File: config.mk
export PLATFORM = sky130hd
export DESIGN_NAME = pipelined_hybrid_adder
export DESIGN_NICKNAME = d
export VERILOG_FILES = /design/src/rtl/adder_pkg.sv /design/src/rtl/cla_block.sv /design/src/rtl/pipelined_hybrid_adder.sv
export SDC_FILE = /design/constraint.sdc
export NUM_CORES = 1
export LEC_CHECK = 0
export ABC_AREA = 0
export ABC_CLOCK_PERIOD_IN_PS = 2500
export CAP_MARGIN = 25
export CORE_UTILIZATION = 35
export CTS_CLUSTER_SIZE = 12
export DETAILED_ROUTE_END_ITERATION = 12
export GPL_TIMING_DRIVEN = 0
export SETUP_SLACK_MARGIN = 0.1
export SYNTH_ARGS = -nofsm -noshare
export SYNTH_HDL_FRONTEND = slang
export SYNTH_SLANG_ARGS = --single-unit
File: constraint.sdc
create_clock -name clk -period 2.5 [get_ports clk]
set_input_delay 0.5 -clock clk [delete_from_list [all_inputs] [get_ports clk]]
set_output_delay 0.5 -clock clk [all_outputs]
set_load 0.05 [all_outputs]
File: src/rtl/adder_pkg.sv
// adder_pkg: default sizing, flag-bit layout and the shared
// signed-overflow rule for the pipelined hybrid adder.
package adder_pkg;

    localparam int ADD_WIDTH = 16;
    localparam int ADD_BLOCK = 4;

    localparam int FLAG_W   = 3;
    localparam int FLG_COUT = 0;
    localparam int FLG_OVF  = 1;
    localparam int FLG_ZERO = 2;

    // Like-signed operands whose result sign differs have overflowed.
    function automatic logic ovf_calc(
        input logic sa,
        input logic sb,
        input logic ss
    );
        return (sa == sb) && (ss != sa);
    endfunction

endpackage

File: src/rtl/cla_block.sv
// cla_block: BLOCK-bit carry-lookahead adder slice; every carry is
// formed directly from generate/propagate terms and the slice carry-in.
module cla_block #(
    parameter int BLOCK = 4
) (
    input  logic [BLOCK-1:0] a,
    input  logic [BLOCK-1:0] b,
    input  logic             cin,
    output logic [BLOCK-1:0] s,
    output logic             cout
);

    logic [BLOCK-1:0] g;
    logic [BLOCK-1:0] p;
    logic [BLOCK:0]   c;
    logic             pp;

    assign g = a & b;
    assign p = a ^ b;

    always_comb begin
        c    = '0;
        pp   = 1'b0;
        c[0] = cin;
        for (int i = 0; i < BLOCK; i++) begin
            c[i+1] = g[i];
            pp     = p[i];
            for (int j = i - 1; j >= 0; j--) begin
                c[i+1] = c[i+1] | (pp & g[j]);
                pp     = pp & p[j];
            end
            c[i+1] = c[i+1] | (pp & cin);
        end
    end

    assign s    = p ^ c[BLOCK-1:0];
    assign cout = c[BLOCK];

endmodule

File: src/rtl/pipelined_hybrid_adder.sv
// pipelined_hybrid_adder: WIDTH/BLOCK-stage carry-pipelined adder with
// skewed operand/sum registers and a valid/ready stall-all handshake.
module pipelined_hybrid_adder
    import adder_pkg::*;
#(
    parameter int WIDTH = ADD_WIDTH,
    parameter int BLOCK = ADD_BLOCK
) (
    input  logic             clk,
    input  logic             rst_n,
    input  logic             in_valid,
    output logic             in_ready,
    input  logic [WIDTH-1:0] A,
    input  logic [WIDTH-1:0] B,
    input  logic             Cin,
    input  logic             sub,
    output logic             out_valid,
    input  logic             out_ready,
    output logic [WIDTH-1:0] Sum,
    output logic             Cout,
    output logic             Ovf,
    output logic             Zero
);

    localparam int  BLK_SAFE = (BLOCK < 1) ? 1 : BLOCK;
    localparam int  N        = WIDTH / BLK_SAFE;
    localparam bit  BAD_CFG  = (BLOCK < 1) || ((WIDTH % BLK_SAFE) != 0);

    if (BAD_CFG) begin : g_bad_cfg
        $error("pipelined_hybrid_adder: WIDTH must be a multiple of BLOCK >= 1");
    end

    // Rank k holds an operation whose slice k is next to be added.
    logic [N-1:0]            vld_q;
    logic [N-1:0][WIDTH-1:0] a_q;
    logic [N-1:0][WIDTH-1:0] b_q;
    logic [N-1:0][WIDTH-1:0] s_q;
    logic [N-1:0][WIDTH-1:0] s_d;
    logic [N-1:0]            c_q;
    logic [N-1:0]            sub_q;
    logic [N-1:0]            sa_q;
    logic [N-1:0]            sb_q;

    logic [N-1:0][BLOCK-1:0] blk_s;
    logic [N-1:0]            blk_c;

    logic                    ov_q;
    logic [WIDTH-1:0]        sum_q;
    logic [WIDTH-1:0]        sum_d;
    logic [FLAG_W-1:0]       flg_q;
    logic [FLAG_W-1:0]       flg_d;
    logic                    adv;

    assign adv = !ov_q || out_ready;

    for (genvar k = 0; k < N; k++) begin : g_stage
        cla_block #(
            .BLOCK(BLOCK)
        ) u_cla (
            .a   (a_q[k][k*BLOCK +: BLOCK]),
            .b   (b_q[k][k*BLOCK +: BLOCK] ^ {BLOCK{sub_q[k]}}),
            .cin (c_q[k]),
            .s   (blk_s[k]),
            .cout(blk_c[k])
        );
    end

    always_comb begin
        s_d = s_q;
        for (int k = 0; k < N; k++) begin
            s_d[k][k*BLOCK +: BLOCK] = blk_s[k];
        end
        sum_d           = s_d[N-1];
        flg_d           = '0;
        flg_d[FLG_COUT] = blk_c[N-1];
        flg_d[FLG_OVF]  = ovf_calc(sa_q[N-1],
                                   sb_q[N-1] ^ sub_q[N-1],
                                   sum_d[WIDTH-1]);
        flg_d[FLG_ZERO] = (sum_d == '0);
    end

    always_ff @(posedge clk or negedge rst_n) begin
        if (!rst_n) begin
            vld_q <= '0;
            a_q   <= '0;
            b_q   <= '0;
            s_q   <= '0;
            c_q   <= '0;
            sub_q <= '0;
            sa_q  <= '0;
            sb_q  <= '0;
            ov_q  <= 1'b0;
            sum_q <= '0;
            flg_q <= '0;
        end else if (adv) begin
            vld_q[0] <= in_valid;
            a_q[0]   <= A;
            b_q[0]   <= B;
            s_q[0]   <= '0;
            c_q[0]   <= sub | Cin;
            sub_q[0] <= sub;
            sa_q[0]  <= A[WIDTH-1];
            sb_q[0]  <= B[WIDTH-1];
            for (int k = 1; k < N; k++) begin
                vld_q[k] <= vld_q[k-1];
                a_q[k]   <= a_q[k-1];
                b_q[k]   <= b_q[k-1];
                s_q[k]   <= s_d[k-1];
                c_q[k]   <= blk_c[k-1];
                sub_q[k] <= sub_q[k-1];
                sa_q[k]  <= sa_q[k-1];
                sb_q[k]  <= sb_q[k-1];
            end
            ov_q  <= vld_q[N-1];
            sum_q <= sum_d;
            flg_q <= flg_d;
        end
    end

    assign in_ready  = adv;
    assign out_valid = ov_q;
    assign Sum       = sum_q;
    assign Cout      = flg_q[FLG_COUT];
    assign Ovf       = flg_q[FLG_OVF];
    assign Zero      = flg_q[FLG_ZERO];

endmodule
=== Word-level counts from Yosys, hierarchy flattened ===
Index checks and enable logic that the tools add are counted.

* Flip-flop bits (word level): 192
* Latch bits: 0
* Bits in writable memories: 0
* Memory bits (read-only): 0
* Input port bits: 38
* Logic and storage cells: 147
* Memories: 0

* Add/sub/neg operators: 0
* $mul: 0
* Divide/modulo/power cells: 0
* Order comparisons: 0
* Equal/unequal tests: 2
* Shift operators: 0
* Mux-type cells: 0
* Bitwise logic cells: 122
* Reduce and logical (&&, ||, !) cells: 4

{| class="wikitable"
|+ Operator list
! cell !! count
|-
| $and 1x1->1 || 64
|-
| $xor 4x4->4 || 12
|-
| $or 1x1->1 || 41
|-
| $and 4x4->4 || 4
|-
| $logic_not 16->1 || 1
|-
| $eq 1x1->1 || 1
|-
| $logic_and 1x1->1 || 1
|-
| $logic_not 1->1 || 1
|-
| $logic_or 1x1->1 || 1
|-
| $ne 1x1->1 || 1
|-
| $xor 1x1->1 || 1
|}

=== Depth between registers and ports, before layout ===
* Word-level depth: 9
* Mapped depth: 8
* Gate-level depth less buffers: 7

=== Hierarchy ===
From an unflattened synthesis, not the netlist that was laid out.

* Cells, all modules: 379
* Area, all modules: 5826.8 µm²

{| class="wikitable"
|+ Modules (own cells, without submodules)
! module !! instances !! cells each !! area each (µm²) !! seq. area each (µm²)
|-
| pipelined_hybrid_adder || 1 || 319 || 5266.3 || 3403.3
|-
| cla_block at g_stage[0].u_cla ... || 2 || 17 || 147.6 || 0.0
|-
| cla_block at g_stage[2].u_cla ... || 2 || 13 || 132.6 || 0.0
|}

=== Worst setup path after synthesis ===
No wires, ideal clock.

* Path kind: register -> output
* From: register ov_q, in the netlist out_valid
* To: output port in_ready
* Data arrival time: 1.497 ns
* Path slack: 0.503 ns
* Cell stages (with the launch flop): 6
* Path buffers: 3
* Cell sequence: dfrtp_1 -> nor2b_2 -> clkbuf_2 -> inv_2 -> buf_2 -> buf_2

* Longest elaborated chain between the ends: 2

{| class="wikitable"
|+ Ends and longest elaborated chain
! element !! line !! source
|-
| from (decl) || pipelined_hybrid_adder.sv:47 || <nowiki>logic ov_q;</nowiki>
|-
| from (signal assigned) || pipelined_hybrid_adder.sv:114 || <nowiki>ov_q <= vld_q[N-1];</nowiki>
|-
| $logic_not 1->1 || pipelined_hybrid_adder.sv:54 || <nowiki>assign adv = !ov_q || out_ready;</nowiki>
|-
| $logic_or 1x1->1 || pipelined_hybrid_adder.sv:54 ||
|-
| to (decl) || pipelined_hybrid_adder.sv:12 || <nowiki>output logic in_ready,</nowiki>
|}

No other way between the ends.

=== Final worst setup path ===
* From: input port out_ready
* To: output port in_ready

* Longest elaborated chain between the ends: 1

{| class="wikitable"
|+ Ends and longest elaborated chain
! element !! line !! source
|-
| from (decl) || pipelined_hybrid_adder.sv:18 || <nowiki>input logic out_ready,</nowiki>
|-
| $logic_or 1x1->1 || pipelined_hybrid_adder.sv:54 ||
|}

No other way between the ends.

==> impl_metrics.csv <==
group,metric,value,unit
logic_synthesis,ys_async_sr_fraction,100,%
logic_synthesis,synth.avg_cell_area,9.07,µm²
critical_path,ff2ff_setup_slack,0.36,ns
die,die_height,130,µm
placed_design,post_place_cell_area,0.00666,mm²
die,ios,59,
pwr,ir_worst_vdd,0.000686,V
die,starting_density_of_the_core,36.1,%
layout,post-route-cell-area,0.00726,mm²
cts,clock_path_buffers,2,
logic_synthesis,synthAdderAreaFrac,4.85,%
cts,clock_sinks,136,
critical_path,worst_ep_arrival_time,1.82,ns
critical_path,worst_r2r_src,"sub_q[0]",
timing,setup_violations,0,
placed_design,detailedPlace.worstSlack,-0.660,ns
pwr,leakage,0.00368,µW
timing,setup-tns-final,0,ns
layout,final.fill_count,1615,
logic_synthesis,synth-compound-area-share,3.79,%
timing,final_min_period_over_clock_period,92.7,%
min_path,hold_end,"Sum[14]",
logic_synthesis,synth_simple_gate_area_share,24.4,%
layout,insertedDiodeCount,0,
logic_synthesis,post_synth_mux_area_share,0.195,%
routing,drtIter0Drc,246,
timing,fin_worst_skew,0.00844,ns
die,floorplan.rows,46,
min_path,path_category_of_the_worst_min_delay_check,"flop to flop",
flow_run,max_cap_viol_count,0,
critical_path,cp-start-kind,"primary input",
global_routing,first_pass_grt_wire_length,20300,µm
timing,rsz0062_at_grt,"no",
placed_design,place.port_buffers,58,
cts,cts.htree.levels,4,
global_routing,global_route.usage.total,16.0,%
layout,fin_nets,774,
min_path,hold_start,"Sum[14]",
critical_path,setup.worst_path.class,"primary input to primary output",
placed_design,dp_hpwl,8510,µm
critical_path,r2r_cells,8,
logic_synthesis,synth-warning-count,0,
pwr,power.combinational.fraction,41.6,%
die,core_footprint,0.0160,mm²
critical_path,critical_path.max_fanout,10,
logic_synthesis,netlist_instances,637,
pwr,power.internal,6440,µW
cts,clock-root-buffer,"sky130_fd_sc_hd__clkbuf_16",
pwr,p_sw_share,39.1,%
global_routing,grt_remaining_overflow,0,
layout,layout-drive-gt1-share,7.27,%
routing,ant_nets,0,
pwr,seq_power_share,35.6,%
routing,vias_per_cell,4.32,
die,dieArea,0.0170,mm²
critical_path,crit_path_max_incr_delay,0.47,ns
timing,layout_setup_ws,0.182,ns
min_path,hold-path-cell-count,2,
pwr,power.density_cell_area,1460,mW/mm²
logic_synthesis,synth_top_family_by_area,"simple AND/OR/NAND/NOR gates",
critical_path,crit_path_frequent_cell,"sky130_fd_sc_hd__buf_6",
routing,totalWireLength,12000,µm
logic_synthesis,yosys.area_share.xor_xnor,4.40,%
critical_path,crit_chain,"clkdlybuf4s50_1, nor2b_2, clkbuf_2, inv_2, buf_4, buf_6, buf_6",
timing,upper_clock_frequency_limit,431,MHz
die,horizontal_die_dimension,130,µm
logic_synthesis,ys_seq_elements,136,
timing,max_slew.worst_pin.slew,0.633,ns
pwr,power.switching,4140,µW
timing,relSlewSlack,57.8,%
critical_path,cp-end-kind,"primary output",
logic_synthesis,synthMostInstantiatedCell,"sky130_fd_sc_hd__nand2_1",
global_routing,grt_antenna_before_repair,0,
routing,wl_per_cell,12.7,µm
critical_path,timing.rr.end,"s_d[19]",
logic_synthesis,postSynthNetCount,695,
critical_path,required,2.00,ns
logic_synthesis,netlist_area,0.00578,mm²
global_routing,grt_start_max_net_pins,105,
logic_synthesis,ys_top_cells_by_area,"sky130_fd_sc_hd__dfrtp_1 59%, sky130_fd_sc_hd__nand2_1 22%, sky130_fd_sc_hd__ha_1 3.5%, sky130_fd_sc_hd__xor2_1 3.2%, sky130_fd_sc_hd__a21oi_1 1.8%",
routing,firstDrtPassIters,5,
logic_synthesis,yosysTopAreaCell,"sky130_fd_sc_hd__dfrtp_1",
run_status,outcome,"finished clean",
logic_synthesis,synth_top_area_share,58.9,%
cts,tritoncts.num_buffers,17,
logic_synthesis,synth_sequential_area_ratio,58.9,%
layout,syn_to_layout_area_delta,25.6,%
timing,timing_hold_violations_final,0,
timing,final_period_minus_worst_setup_slack,2.32,ns
timing,timing.final.max_slew_violations,0,
routing,drc,0,
critical_path,critPathBufInv,6,
placed_design,routabilityCongestion,0.759,
logic_synthesis,synth_enable_flop_cells,0,
routing,detailroute.via_count,4086,
global_routing,first_global_vias,4141,
critical_path,cp_slowest_cell,"sky130_fd_sc_hd__clkdlybuf4s50_1",
logic_synthesis,commonest_cells_in_the_netlist,"342 x sky130_fd_sc_hd__nand2_1, 136 x sky130_fd_sc_hd__dfrtp_1, 21 x sky130_fd_sc_hd__a21oi_1, 21 x sky130_fd_sc_hd__xor2_1, 19 x sky130_fd_sc_hd__clkbuf_1",
cts,worst_setup_hold_path_clk_slew,0.05,ns
pwr,clockPowerShare,22.8,%
logic_synthesis,ys_types,31,
critical_path,largest_delay_contributor_family_on_the_critical_path,"buffers and inverters",
cts,cts_tree,"yes",
logic_synthesis,ys.flop_type,"sky130_fd_sc_hd__dfrtp_1",
cts,clock_latency,0.42,ns
-- worst max-delay path by stage --
stage,from,cells past startpoint,to
final,out_ready,7,in_ready
after CTS,out_ready,7,in_ready
after floorplan,out_valid,5,in_ready
after global routing,out_ready,7,in_ready
after global placement,rst_n,1,sa_q[0]
after detailed placement,out_ready,7,in_ready
-- worst reg2reg max path: stages, from the launching register on --
cell and delay [ns]:
sky130_fd_sc_hd__dfrtp_1 0.32, sky130_fd_sc_hd__clkbuf_1 0.29, sky130_fd_sc_hd__xor2_1 0.31, sky130_fd_sc_hd__ha_1 0.30
sky130_fd_sc_hd__a21o_1 0.19, sky130_fd_sc_hd__a21oi_1 0.22, sky130_fd_sc_hd__o21bai_1 0.13, sky130_fd_sc_hd__xnor2_1 0.20
sky130_fd_sc_hd__o21ai_1 0.08
-- layout by cell type (no fill, tap or decap), types with 2 or more instances in the layout --
| cell type | instances |
|---|---|
| sky130_fd_sc_hd__nand2_1 | 342 |
| sky130_fd_sc_hd__dfrtp_1 | 136 |
| sky130_fd_sc_hd__clkdlybuf4s50_1 | 56 |
| sky130_fd_sc_hd__clkbuf_1 | 22 |
| sky130_fd_sc_hd__xor2_1 | 21 |
| sky130_fd_sc_hd__a21oi_1 | 21 |
| sky130_fd_sc_hd__clkbuf_16 | 17 |
| sky130_fd_sc_hd__ha_1 | 16 |
| sky130_fd_sc_hd__nor2_1 | 15 |
| sky130_fd_sc_hd__inv_1 | 12 |
| sky130_fd_sc_hd__buf_2 | 10 |
| sky130_fd_sc_hd__xnor2_1 | 8 |
| sky130_fd_sc_hd__clkbuf_8 | 6 |
| sky130_fd_sc_hd__buf_6 | 4 |
| sky130_fd_sc_hd__o21ai_1 | 4 |
| sky130_fd_sc_hd__o21ai_0 | 4 |
| sky130_fd_sc_hd__fa_1 | 4 |
| sky130_fd_sc_hd__a21o_1 | 3 |
| sky130_fd_sc_hd__o21bai_1 | 3 |
| sky130_fd_sc_hd__clkinvlp_4 | 3 |
| sky130_fd_sc_hd__nand2b_1 | 2 |
| sky130_fd_sc_hd__clkinv_2 | 2 |
-- power groups by stage --
stage | clock [µW] | combinational, µW | sequential [µW]
floorplan | 0 | 2730 | 4180
global placement | 0 | 4290 | 3760
detailed placement | 0 | 4410 | 3810
CTS | 2450 | 4460 | 3780
global route | 2560 | 4980 | 3890
finish | 2410 | 4400 | 3770
-- flip-flops by register name, summed over array words and instances (netlist names) --
name and flops:
a_q 37, b_q 37, s_d 24, Sum 16, c_q 4, sub_q 4, vld_q 4, flg_q 3
sa_q 3, sb_q 3, out_valid 1
-- logic make-up (layout without fill, tap and decap cells) --
family / count (synthesis) / in the layout
AOI/OAI and AO/OA: 38 / 38
buffers and inverters: 47 / 139
adders and majority gates: 20 / 20
xor gates and xnor gates: 29 / 29
and+or+nand+nor: 366 / 366
muxes: 1 / 1
DFF: 136 / 136
-- cell type report --
type                            count  area [µm²]  share of cell area [%]
Multi-Input combinational cell    454        2170                    29.9
Buffer                             34         160                    2.21
Tap cell                          216         270                    3.72
Clock inverter                      6        62.6                   0.862
Sequential cell                   136        3400                    46.9
Inverter                           13        48.8                   0.672
Timing Repair Buffer               60         621                    8.55
Clock buffer                       26         519                    7.16
-- routing by layer --
layer	track usage [%]	share of wire, %	vias up
met3	4.19	5.0	16
met1	20.5	47	1865
met2	25.5	46	86
li1	-	-	2119
met4	7.44	2.2	0
met5	0	0	-
-- per-stage QoR --
stage	util [%]	cells	power [µW]	hold WS, ns
2_1_floorplan	-	637	6910	0.204
3_3_place_gp	41.4	911	8060	0.450
3_5_place_dp	41.6	912	8220	0.405
4_1_cts	45.3	945	10700	0.467
5_1_grt	45.4	945	11400	0.478
6_report	45.4	945	10600	0.460
-- timing repair --
action                     4_1_cts  5_1_grt
setup buffers                    0        0
hold endpoints to repair        32        0
resized for setup                9        1
setup endpoints to repair        1        1
hold buffers                     1        0
Power figures use the tool's default switching activity.
